File: src/rtl/sprite_motion_ctrl.sv
// Frame-locked sprite anchor generator: manual push-button or bouncing auto motion.
// Optional macro SPRITE_WRAP_AROUND_EN makes MANUAL moves wrap at the screen edges.
module sprite_motion_ctrl #(
  parameter int unsigned SCREEN_W        = 96,
  parameter int unsigned SCREEN_H        = 64,
  parameter int unsigned SPRITE_W        = 21,
  parameter int unsigned SPRITE_H        = 18,
  parameter int unsigned FRAMES_PER_STEP = 2,
  parameter int unsigned INIT_X          = 37,
  parameter int unsigned INIT_Y          = 23
) (
  input  logic       clk,
  input  logic       reset,
  input  logic       frame_begin,
  input  logic       btnU,
  input  logic       btnD,
  input  logic       btnL,
  input  logic       btnR,
  input  logic       btnC,
  output logic [6:0] leftX,
  output logic [5:0] topY,
  output logic       auto_mode,
  output logic       hit_edge
);

  localparam int unsigned CNT_W = (FRAMES_PER_STEP > 1) ? $clog2(FRAMES_PER_STEP) : 1;
  localparam logic [CNT_W-1:0] CNT_LAST = CNT_W'(FRAMES_PER_STEP - 1);
  localparam logic [6:0] XMAX = 7'(SCREEN_W - SPRITE_W);
  localparam logic [6:0] YMAX = 7'(SCREEN_H - SPRITE_H);

  typedef enum logic {
    MANUAL = 1'b0,
    AUTO   = 1'b1
  } state_t;

  state_t           state_q, state_d;
  logic [6:0]       x_q, x_d;
  logic [5:0]       y_q, y_d;
  logic             dir_x_q, dir_x_d;
  logic             dir_y_q, dir_y_d;
  logic [CNT_W-1:0] frame_cnt_q, frame_cnt_d;
  logic             btnc_prev_q, btnc_prev_d;
  logic             hit_edge_q, hit_edge_d;

  logic       c_rise;
  logic       step;
  logic [7:0] man_x, man_y;
  logic [8:0] aut_x, aut_y;

  // Returns {hit, next_pos}; opposing requests are resolved by the caller.
  function automatic logic [7:0] manual_axis(input logic [6:0] pos, input logic [6:0] max,
                                             input logic inc, input logic dec);
    logic       hit;
    logic [6:0] nxt;
    hit = 1'b0;
    nxt = pos;
    if (inc) begin
      if (pos >= max) begin
        hit = 1'b1;
`ifdef SPRITE_WRAP_AROUND_EN
        nxt = '0;
`endif
      end else begin
        nxt = pos + 7'd1;
      end
    end else if (dec) begin
      if (pos == 7'd0) begin
        hit = 1'b1;
`ifdef SPRITE_WRAP_AROUND_EN
        nxt = max;
`endif
      end else begin
        nxt = pos - 7'd1;
      end
    end
    return {hit, nxt};
  endfunction

  // Returns {hit, next_dir, next_pos}; dir 1 means +1.
  function automatic logic [8:0] auto_axis(input logic [6:0] pos, input logic [6:0] max,
                                           input logic dir);
    logic       hit;
    logic       nd;
    logic [6:0] nxt;
    hit = 1'b0;
    nd  = dir;
    if (dir) begin
      if (pos >= max) begin
        hit = 1'b1;
        nd  = 1'b0;
        nxt = pos - 7'd1;
      end else begin
        nxt = pos + 7'd1;
      end
    end else begin
      if (pos == 7'd0) begin
        hit = 1'b1;
        nd  = 1'b1;
        nxt = pos + 7'd1;
      end else begin
        nxt = pos - 7'd1;
      end
    end
    return {hit, nd, nxt};
  endfunction

  assign man_x = manual_axis(x_q, XMAX, btnR & ~btnL, btnL & ~btnR);
  assign man_y = manual_axis({1'b0, y_q}, YMAX, btnD & ~btnU, btnU & ~btnD);
  assign aut_x = auto_axis(x_q, XMAX, dir_x_q);
  assign aut_y = auto_axis({1'b0, y_q}, YMAX, dir_y_q);

  assign c_rise = btnC & ~btnc_prev_q;

  always_comb begin
    state_d     = state_q;
    x_d         = x_q;
    y_d         = y_q;
    dir_x_d     = dir_x_q;
    dir_y_d     = dir_y_q;
    frame_cnt_d = frame_cnt_q;
    btnc_prev_d = btnC;
    hit_edge_d  = 1'b0;
    step        = 1'b0;

    // A mode toggle suppresses any step that lands on the same edge.
    if (c_rise) begin
      state_d     = (state_q == MANUAL) ? AUTO : MANUAL;
      frame_cnt_d = '0;
      if (state_q == MANUAL) begin
        dir_x_d = 1'b1;
        dir_y_d = 1'b1;
      end
    end else if (frame_begin) begin
      if (frame_cnt_q == CNT_LAST) begin
        frame_cnt_d = '0;
        step        = 1'b1;
      end else begin
        frame_cnt_d = frame_cnt_q + 1'b1;
      end
    end

    if (step) begin
      if (state_q == MANUAL) begin
        x_d        = man_x[6:0];
        y_d        = man_y[5:0];
        hit_edge_d = man_x[7] | man_y[7];
      end else begin
        x_d        = aut_x[6:0];
        y_d        = aut_y[5:0];
        dir_x_d    = aut_x[7];
        dir_y_d    = aut_y[7];
        hit_edge_d = aut_x[8] | aut_y[8];
      end
    end
  end

  always_ff @(posedge clk) begin
    if (reset) begin
      state_q     <= MANUAL;
      x_q         <= 7'(INIT_X);
      y_q         <= 6'(INIT_Y);
      dir_x_q     <= 1'b1;
      dir_y_q     <= 1'b1;
      frame_cnt_q <= '0;
      btnc_prev_q <= 1'b0;
      hit_edge_q  <= 1'b0;
    end else begin
      state_q     <= state_d;
      x_q         <= x_d;
      y_q         <= y_d;
      dir_x_q     <= dir_x_d;
      dir_y_q     <= dir_y_d;
      frame_cnt_q <= frame_cnt_d;
      btnc_prev_q <= btnc_prev_d;
      hit_edge_q  <= hit_edge_d;
    end
  end

  assign leftX     = x_q;
  assign topY      = y_q;
  assign auto_mode = (state_q == AUTO);
  assign hit_edge  = hit_edge_q;

endmodule

File: config.mk
export PLATFORM = sky130hd
export DESIGN_NAME = sprite_motion_ctrl
export DESIGN_NICKNAME = d
export VERILOG_FILES = /design/src/rtl/sprite_motion_ctrl.sv
export SDC_FILE = /design/constraint.sdc
export NUM_CORES = 1
export LEC_CHECK = 0
export CORE_UTILIZATION = 57
export DETAILED_ROUTE_END_ITERATION = 8
export MAX_ROUTING_LAYER = met4
export PLACE_DENSITY = 0.91
export SLEW_MARGIN = 5
export SYNTH_ARGS = -nofsm -noshare
export SYNTH_HDL_FRONTEND = slang
export SYNTH_SLANG_ARGS = --single-unit
File: constraint.sdc
create_clock -name clk -period 3.9 [get_ports clk]
set_input_delay 0.78 -clock clk [delete_from_list [all_inputs] [get_ports clk]]
set_output_delay 0.78 -clock clk [all_outputs]
set_load 0.1 [all_outputs]
==> results.yml, run 1 <==
final_layout:
  multi_input_area_um2: 951
  synthToLayoutAreaGrowth_pct: 16.6
  diodes: 0
  drive_gt1_share_pct: 6.81
  num-fill-cells: 163
  fin_cells: 219
  regArea_um2: 380
  nNetsFinal: 207
synth:
  ys_types: 47
  ys_warn_count: 0
  ys_ff_latch: 19
  synthCells: 173
  synth_area_mm2: 0.00141
  yosysSeqAreaShare_pct: 27.0
  synth_edf_count: 0
  synth-async-reset-ratio_pct: 0
  ys.flop_type: "dfxtp_1"
  syn-mean-instance-area_um2: 8.16
  synth_nets: 188
setup_path:
  worstPathRequired_ps: 3120
  startpoint_type: "flop"
  crit_type: "reg -> out"
  slowest_stage: "clkdlybuf4s50_1"
  cp_max_fo: 10
  r2r_slack_ps: 1390
  crit_arrival_ps: 2080
  crit_buf_inv: 1
  worstSetupEndpointType: "output pin"
  cp_slowest_stage_delay_ps: 1210
  crit_chain: "clkdlybuf4s50_1"
  critPathTopFamily: "buffers and inverters"
sta:
  rsz0062_at_grt: "false"
  period_minus_slack_ps: 2860
  slew_violations: 0
  finalClockSkew_ps: 1.04
  post-route-period-util_pct: 73.4
  setup_violations: 0
  tns_ps: 0
  slew_headroom_pct: 35.3
  worst_hold_slack_ps: 564
  tightest_slew_ps: 968
  max_freq_mhz: 349
  hold_viol: 0
status:
  outcome: "complete, no violations"
power_and_ir_drop:
  powerDensity_mw_per_mm2: 246
  sw_frac_of_total_pct: 33.0
  seq_power_share_pct: 51.5
  power.net_switching_uw: 134
  p_comb_share_pct: 22.1
  internal-power_uw: 271
  clockPowerShare_pct: 26.4
  peakVddDrop_mv: 0.214
  p_leak_nw: 0.613
global_routing:
  grt_antenna_before_repair: 0
  grt_max_degree: 19
  overflow: 0
  grt_use_total_pct: 30.2
  grt_pass1_wl_um: 5820
  grt_pass1_vias: 1348
drt:
  wl_um: 3520
  route.detailed.drc: 0
  vias: 1408
  ant_nets: 0
  wl_per_cell_um: 16.1
  drt-initial-drc-count: 66
  dr.pass1.iters: 4
  viasPerCell: 6.43
floorplanning:
  io_pins: 23
  core.rowCount: 17
  die_y_um: 51.8
  dieArea_mm2: 0.00268
  dieWidth_um: 51.8
  initial_utilization_pct: 62.0
  coreArea_mm2: 0.00228
place:
  dp.cells: 215
  hpwl_um: 2540
  io_buffer_count: 22
  place_congestion: 0.876
clock_network:
  cts_tree: "built"
  post_cts_buffers: 0
  root_buffer: "clkbuf_4"
  ctsLongestPathBuffers: 2
  clkLatencyLatePin_ps: 310
  cts_hold_buf: 0
  numCtsBuffers: 3
  htreeDepth: 1
  cts_sinks: 19
  clkTransAtPathRegs_ps: 120
  ctsResizeCount: 0
min_path:
  hold_class: "reg -> reg"
run:
  cap_violations: 0
## path summary, 6_finish.rpt
path,end,from,cells after the start
min,frame_cnt_q$_SDFFE_PP0P_,frame_cnt_q$_SDFFE_PP0P_,2
max reg2reg,topY[3]$_SDFFE_PP0P_,topY[0]$_SDFFE_PP1P_,8
min reg2reg,frame_cnt_q$_SDFFE_PP0P_,frame_cnt_q$_SDFFE_PP0P_,2
max,topY[5],topY[5]$_SDFFE_PP0P_,1
## power groups by stage
stage               Clock [mW]  Combinational (mW)  Sequential, mW
global placement             0              0.0848           0.212
detailed placement           0              0.0885           0.213
CTS                      0.105              0.0890           0.208
finish                   0.107              0.0894           0.209
floorplan                    0              0.0525           0.226
global route             0.116              0.0956           0.210
## cells by family (layout without fill, tap and decap cells)
| family | after synthesis | in the layout | synth area share (%) |
|---|---|---|---|
| multiplexers | 10 | 10 | 7.62 |
| flip-flops | 19 | 19 | 27.0 |
| XOR/XNOR | 7 | 7 | 4.34 |
| AO/OA/AOI/OAI | 41 | 41 | 20.8 |
| AND/OR/NAND/NOR | 72 | 72 | 28.4 |
| buffers and inverters | 17 | 35 | 5.67 |
| adder cells (fa/ha/maj) | 7 | 7 | 6.21 |
## routing by layer
layer / GRT usage [%] / part of all wire [%] / routed length [um]
met5: - / 0 / 0
met1: 29.1 / 41 / 1450
met2: 50.6 / 51 / 1780
met4: 18.0 / 2.6 / 91
met3: 12.6 / 5.7 / 201
## sequential cells by signal, indices dropped and copies added, names as in the netlist
register	cells
btnc_prev_q	1
frame_cnt_q	1
dir_y_q	1
topY	6
hit_edge	1
dir_x_q	1
auto_mode	1
leftX	7
## placed cells by master (no fill, tap or decap), drive strengths merged, types with 2 or more instances in the layout
master / n
or2: 2
or3: 7
ha: 7
xnor2: 6
o22ai: 7
nor2b: 11
clkdlybuf4s50: 21
nand2b: 3
nand2: 7
o21ai: 13
inv: 9
nand3: 10
dfxtp: 19
mux2i: 7
nor2: 12
nor3: 9
and3: 2
a21oi: 8
clkbuf: 3
a211oi: 3
nand4b: 3
mux2: 3
## synth_stat cells, types with 6 or more instances
master | count | area [um^2]
ha_1 | 7 | 87.6
o22ai_1 | 6 | 37.5
nand2_1 | 7 | 26.3
mux2i_1 | 7 | 70.1
nor2b_1 | 11 | 68.8
xnor2_1 | 6 | 52.6
nor2_1 | 12 | 45.0
or3_1 | 6 | 37.5
o21ai_0 | 8 | 40.0
nor3_1 | 9 | 45.0
a21oi_1 | 7 | 35.0
inv_1 | 9 | 33.8
dfxtp_1 | 19 | 380
nand3_1 | 10 | 50.1
## per-stage QoR
stage               instance area, um^2  power (mW)  utilization, %  setup WS [ps]
global placement                   1620       0.297            71.1           1210
global route                       1650       0.421            72.3            961
finish                             1650       0.405            72.3           1040
floorplan                          1410       0.278               -            949
detailed placement                 1620       0.301            71.1           1150
CTS                                1650       0.402            72.3           1060
## area by class of cell
type	instances	share of cell area [%]
clock buffers	3	1.37
well taps	28	2.13
repair buffers	22	13.2
clock inverters	1	0.304
multi-input cells	137	57.8
inverters	9	2.05
flip-flops and latches	19	23.1
Note: power is estimated with default switching activity, not from simulation.
==> run 2: changes to the inputs <==
CORE_UTILIZATION = 53   (was 57)
PLACE_DENSITY = 0.86   (was 0.91)
clock period = 2.9 ns   (was 3.9 ns; I/O delays follow)
==> results.yml, run 2 (synthesized netlist as in run 1, its figures left out) <==
power_and_ir_drop:
  p_leak_nw: 0.630
  peakVddDrop_mv: 0.252
  p_total_uw: 545
  powerDensity_mw_per_mm2: 336
setup_path:
  crit_arrival_ps: 2590
  startpoint_type: "flop"
  crit_type: "reg -> reg"
  cp_max_fo: 10
  worstPathRequired_ps: 3140
  r2r_cells: 8
  r2r_start: "topY[0]$_SDFFE_PP1P_"
  r2r_end: "topY[3]$_SDFFE_PP0P_"
  worstSetupEndpointType: "flop"
  r2r_slack_ps: 540
global_routing:
  grt_antenna_before_repair: 0
  overflow: 0
  grt_pass1_wl_um: 5300
  grt_max_degree: 17
  grt_pass1_vias: 1200
  grt_use_total_pct: 26.2
clock_network:
  numCtsBuffers: 3
  clkLatencyLatePin_ps: 310
  clkTransAtPathRegs_ps: 120
  ctsLongestPathBuffers: 2
  ctsResizeCount: 0
  htreeDepth: 1
  post_cts_buffers: 0
  cts_hold_buf: 0
  cts_tree: "built"
  cts_sinks: 19
  root_buffer: "clkbuf_4"
place:
  io_buffer_count: 22
  place_congestion: 0.862
  post-place-ws_ps: 332
  place_area_mm2: 0.00159
  hpwl_um: 2350
drt:
  vias: 1379
  route.detailed.drc: 0
  viasPerCell: 6.21
  wl_um: 3290
  wl_per_cell_um: 14.8
  drt-initial-drc-count: 34
  dr.pass1.iters: 4
  ant_nets: 0
final_layout:
  final_cell_mix: "dfxtp_1, buf_4, nor2_1"
  layout_commonest_cell: "dfxtp_1"
  nNetsFinal: 208
  synthToLayoutAreaGrowth_pct: 14.9
  diodes: 0
  final_cell_area_mm2: 0.00162
  num-fill-cells: 218
  drive_gt1_share_pct: 15.1
  largest_register_ff_count: 7
floorplanning:
  io_pins: 23
  initial_utilization_pct: 56.5
  core.rowCount: 18
  die_y_um: 53.6
  coreArea_mm2: 0.00250
  dieWidth_um: 53.6
  dieArea_mm2: 0.00287
min_path:
  hold_depth: 2
  worstHoldStart: "frame_cnt_q$_SDFFE_PP0P_"
  hold_class: "reg -> reg"
  min_to: "frame_cnt_q$_SDFFE_PP0P_"
sta:
  rsz0062_at_grt: "false"
  tns_ps: 0
  finalClockSkew_ps: 3.70
  post-route-period-util_pct: 81.2
  tightest_slew_ps: 586
  slew_headroom_pct: 60.8
  max_freq_mhz: 424
  hold_viol: 0
  setup_violations: 0
  fin_ws_ps: 544
  period_minus_slack_ps: 2360
  slew_violations: 0
  worst_hold_slack_ps: 564
status:
  outcome: "complete, no violations"
run:
  cap_violations: 0
-- run 2: per-stage QoR --
stage,util (%),cells
after global routing,64.9,222
after CTS,64.9,222
after floorplan,-,173
final,64.9,222
after detailed placement,63.8,218
after global placement,63.8,218
-- run 2: area by class of cell --
type                    instances  area [um^2]  share of cell area [%]
clock buffers                   3         22.5                    1.39
clock inverters                 1         5.00                   0.309
inverters                       9         33.8                    2.08
multi-input cells             137          951                    58.6
flip-flops and latches         19          382                    23.5
well taps                      30         37.5                    2.31
repair buffers                 23          190                    11.7
-- run 2: worst max-delay path by stage --
| stage | start | to | slack (ps) | depth (start not counted) |
|---|---|---|---|---|
| 2_1_floorplan | leftX[0]$_SDFFE_PP1P_ | leftX[6]$_SDFFE_PP0P_ | 90 | 8 |
| 3_3_place_gp | btnC | leftX[6]$_SDFFE_PP0P_ | 400 | 6 |
| 5_1_grt | topY[0]$_SDFFE_PP1P_ | topY[3]$_SDFFE_PP0P_ | 430 | 8 |
| 6_report | topY[0]$_SDFFE_PP1P_ | topY[3]$_SDFFE_PP0P_ | 540 | 8 |
| 4_1_cts | topY[0]$_SDFFE_PP1P_ | topY[3]$_SDFFE_PP0P_ | 560 | 8 |
| 3_5_place_dp | btnC | leftX[6]$_SDFFE_PP0P_ | 330 | 6 |
-- run 2: layer usage --
metal | vias up | global-route usage [%] | share of wire (%)
met2 | 27 | 47.7 | 52
met3 | 2 | 6.21 | 3.7
li1 | 668 | - | -
met4 | 0 | 6.14 | 0.37
met1 | 682 | 28.3 | 44
met5 | - | - | 0
-- run 2: critical path: stages (launching register included) --
cell,delay (ps)
dfxtp_2,410
inv_1,120
ha_1,210
o211a_1,250
o21ai_1,280
a221oi_2,130
or2_1,340
or3_1,390
a21oi_1,150
-- run 2: report_power, final --
part / internal, mW / total [mW] / switching [mW]
logic: 0.0480 / 0.125 / 0.0768
clock network: 0.0516 / 0.144 / 0.0927
registers: 0.266 / 0.276 / 0.00944
==> run 3: changes to the inputs <==
clock period = 2.45 ns   (was 2.9 ns; I/O delays follow)
==> results.yml, run 3 (synthesized netlist as in run 1, its figures left out) <==
status:
  outcome: "complete, no violations"
sta:
  max_freq_mhz: 445
  slew_headroom_pct: 71.0
  rsz0062_at_grt: "false"
  fin_ws_ps: 204
  finalClockSkew_ps: 2.53
  tns_ps: 0
  hold_viol: 0
  tightest_slew_ps: 436
  post-route-period-util_pct: 91.7
  period_minus_slack_ps: 2250
  slew_violations: 0
  setup_violations: 0
floorplanning:
  die_y_um: 53.6
  dieWidth_um: 53.6
  coreArea_mm2: 0.00250
  core.rowCount: 18
  dieArea_mm2: 0.00287
  initial_utilization_pct: 56.5
  io_pins: 23
drt:
  ant_nets: 0
  drt-initial-drc-count: 21
  dr.pass1.iters: 4
  wl_um: 3180
  viasPerCell: 5.93
  wl_per_cell_um: 14.0
  route.detailed.drc: 0
  vias: 1347
clock_network:
  clkLatencyLatePin_ps: 300
  clkTransAtPathRegs_ps: 110
  htreeDepth: 1
  root_buffer: "clkbuf_4"
  ctsLongestPathBuffers: 2
  ctsResizeCount: 0
  cts_tree: "built"
  numCtsBuffers: 3
  cts_sinks: 19
  cts_hold_buf: 0
  post_cts_buffers: 0
place:
  post-place-ws_ps: 133
  hpwl_um: 2400
  io_buffer_count: 22
  place_congestion: 0.834
global_routing:
  met3_usage_pct: 3.95
  grt_use_total_pct: 25.0
  grt_max_degree: 17
  overflow: 0
  grtUsageMet1_pct: 28.4
  grt_pass1_wl_um: 5080
  grtUsageMet2_pct: 42.3
  grt.busiest_layer: "met2"
  grt_pass1_vias: 1204
  grt_antenna_before_repair: 0
power_and_ir_drop:
  powerDensity_mw_per_mm2: 383
  sw_frac_of_total_pct: 31.5
  internal-power_uw: 439
  p_leak_nw: 0.650
  p_comb_share_pct: 24.0
  peakVddDrop_mv: 0.260
  seq_power_share_pct: 50.4
  power.net_switching_uw: 202
  clockPowerShare_pct: 25.6
setup_path:
  worstPathRequired_ps: 2680
  r2r_slack_ps: 200
  worstSetupEndpointType: "flop"
  crit_arrival_ps: 2480
  cp_max_fo: 7
  startpoint_type: "flop"
  crit_type: "reg -> reg"
min_path:
  hold_class: "reg -> reg"
final_layout:
  layout_commonest_cell: "buf_4"
  largest_register_ff_count: 7
  final_cell_mix: "buf_4, dfxtp_2, nor2_1"
  drive_gt1_share_pct: 23.4
  diodes: 0
  synthToLayoutAreaGrowth_pct: 18.8
  nNetsFinal: 213
run:
  cap_violations: 0
## run 3: cell types whose count changed in the layout (fill, tap and decap cells not counted), sizes merged
cell,delta
buf,+5
clkinv,-1
clkbuf,+1
## run 3: layout make-up
cell class                      instances  area [um^2]
Multi-Input combinational cell        137          951
Fill cell                             207          823
Sequential cell                        19          400
Timing Repair Buffer                   28          228
Tap cell                               30         37.5
Inverter                                9         33.8
Clock buffer                            4         26.3
## run 3: power groups by stage
stage	Combinational [mW]	Clock [mW]	Sequential, mW
2_1_floorplan	0.0834	0	0.359
3_3_place_gp	0.150	0	0.330
3_5_place_dp	0.153	0	0.330
4_1_cts	0.154	0.166	0.323
5_1_grt	0.165	0.180	0.325
6_report	0.154	0.165	0.323
## run 3: worst paths after layout
path                            cells past startpoint                     to                  start
worst max-delay path                                8   topY[3]$_SDFFE_PP0P_   topY[0]$_SDFFE_PP1P_
worst min-delay path                                2  leftX[3]$_SDFFE_PP0P_  leftX[3]$_SDFFE_PP0P_
worst max register to register                      8   topY[3]$_SDFFE_PP0P_   topY[0]$_SDFFE_PP1P_
worst min register to register                      2  leftX[3]$_SDFFE_PP0P_  leftX[3]$_SDFFE_PP0P_
## run 3: through the flow
step	total power, mW	hold slack (ps)	cell area (um^2)	util, %	instances
after floorplan	0.443	510	1430	-	173
after global placement	0.480	521	1650	66.0	223
after detailed placement	0.483	533	1650	66.0	223
after CTS	0.643	551	1680	67.1	227
after global routing	0.669	580	1680	67.1	227
final	0.642	547	1680	67.1	227
## run 3: worst max-delay path, cell delays in order, from the launching register on
cell and delay [ps]:
dfxtp_4 400, inv_1 90, ha_1 200, o211a_1 250
o21ai_1 280, a221oi_2 120, or2_1 310, or3_1 380
a21oi_1 140
## run 3: per-layer routing
layer | vias up | share of wire, %
met2 | 25 | 49
met3 | 6 | 3.6
met5 | - | 0
met1 | 635 | 46
met4 | 0 | 1.7
li1 | 681 | -
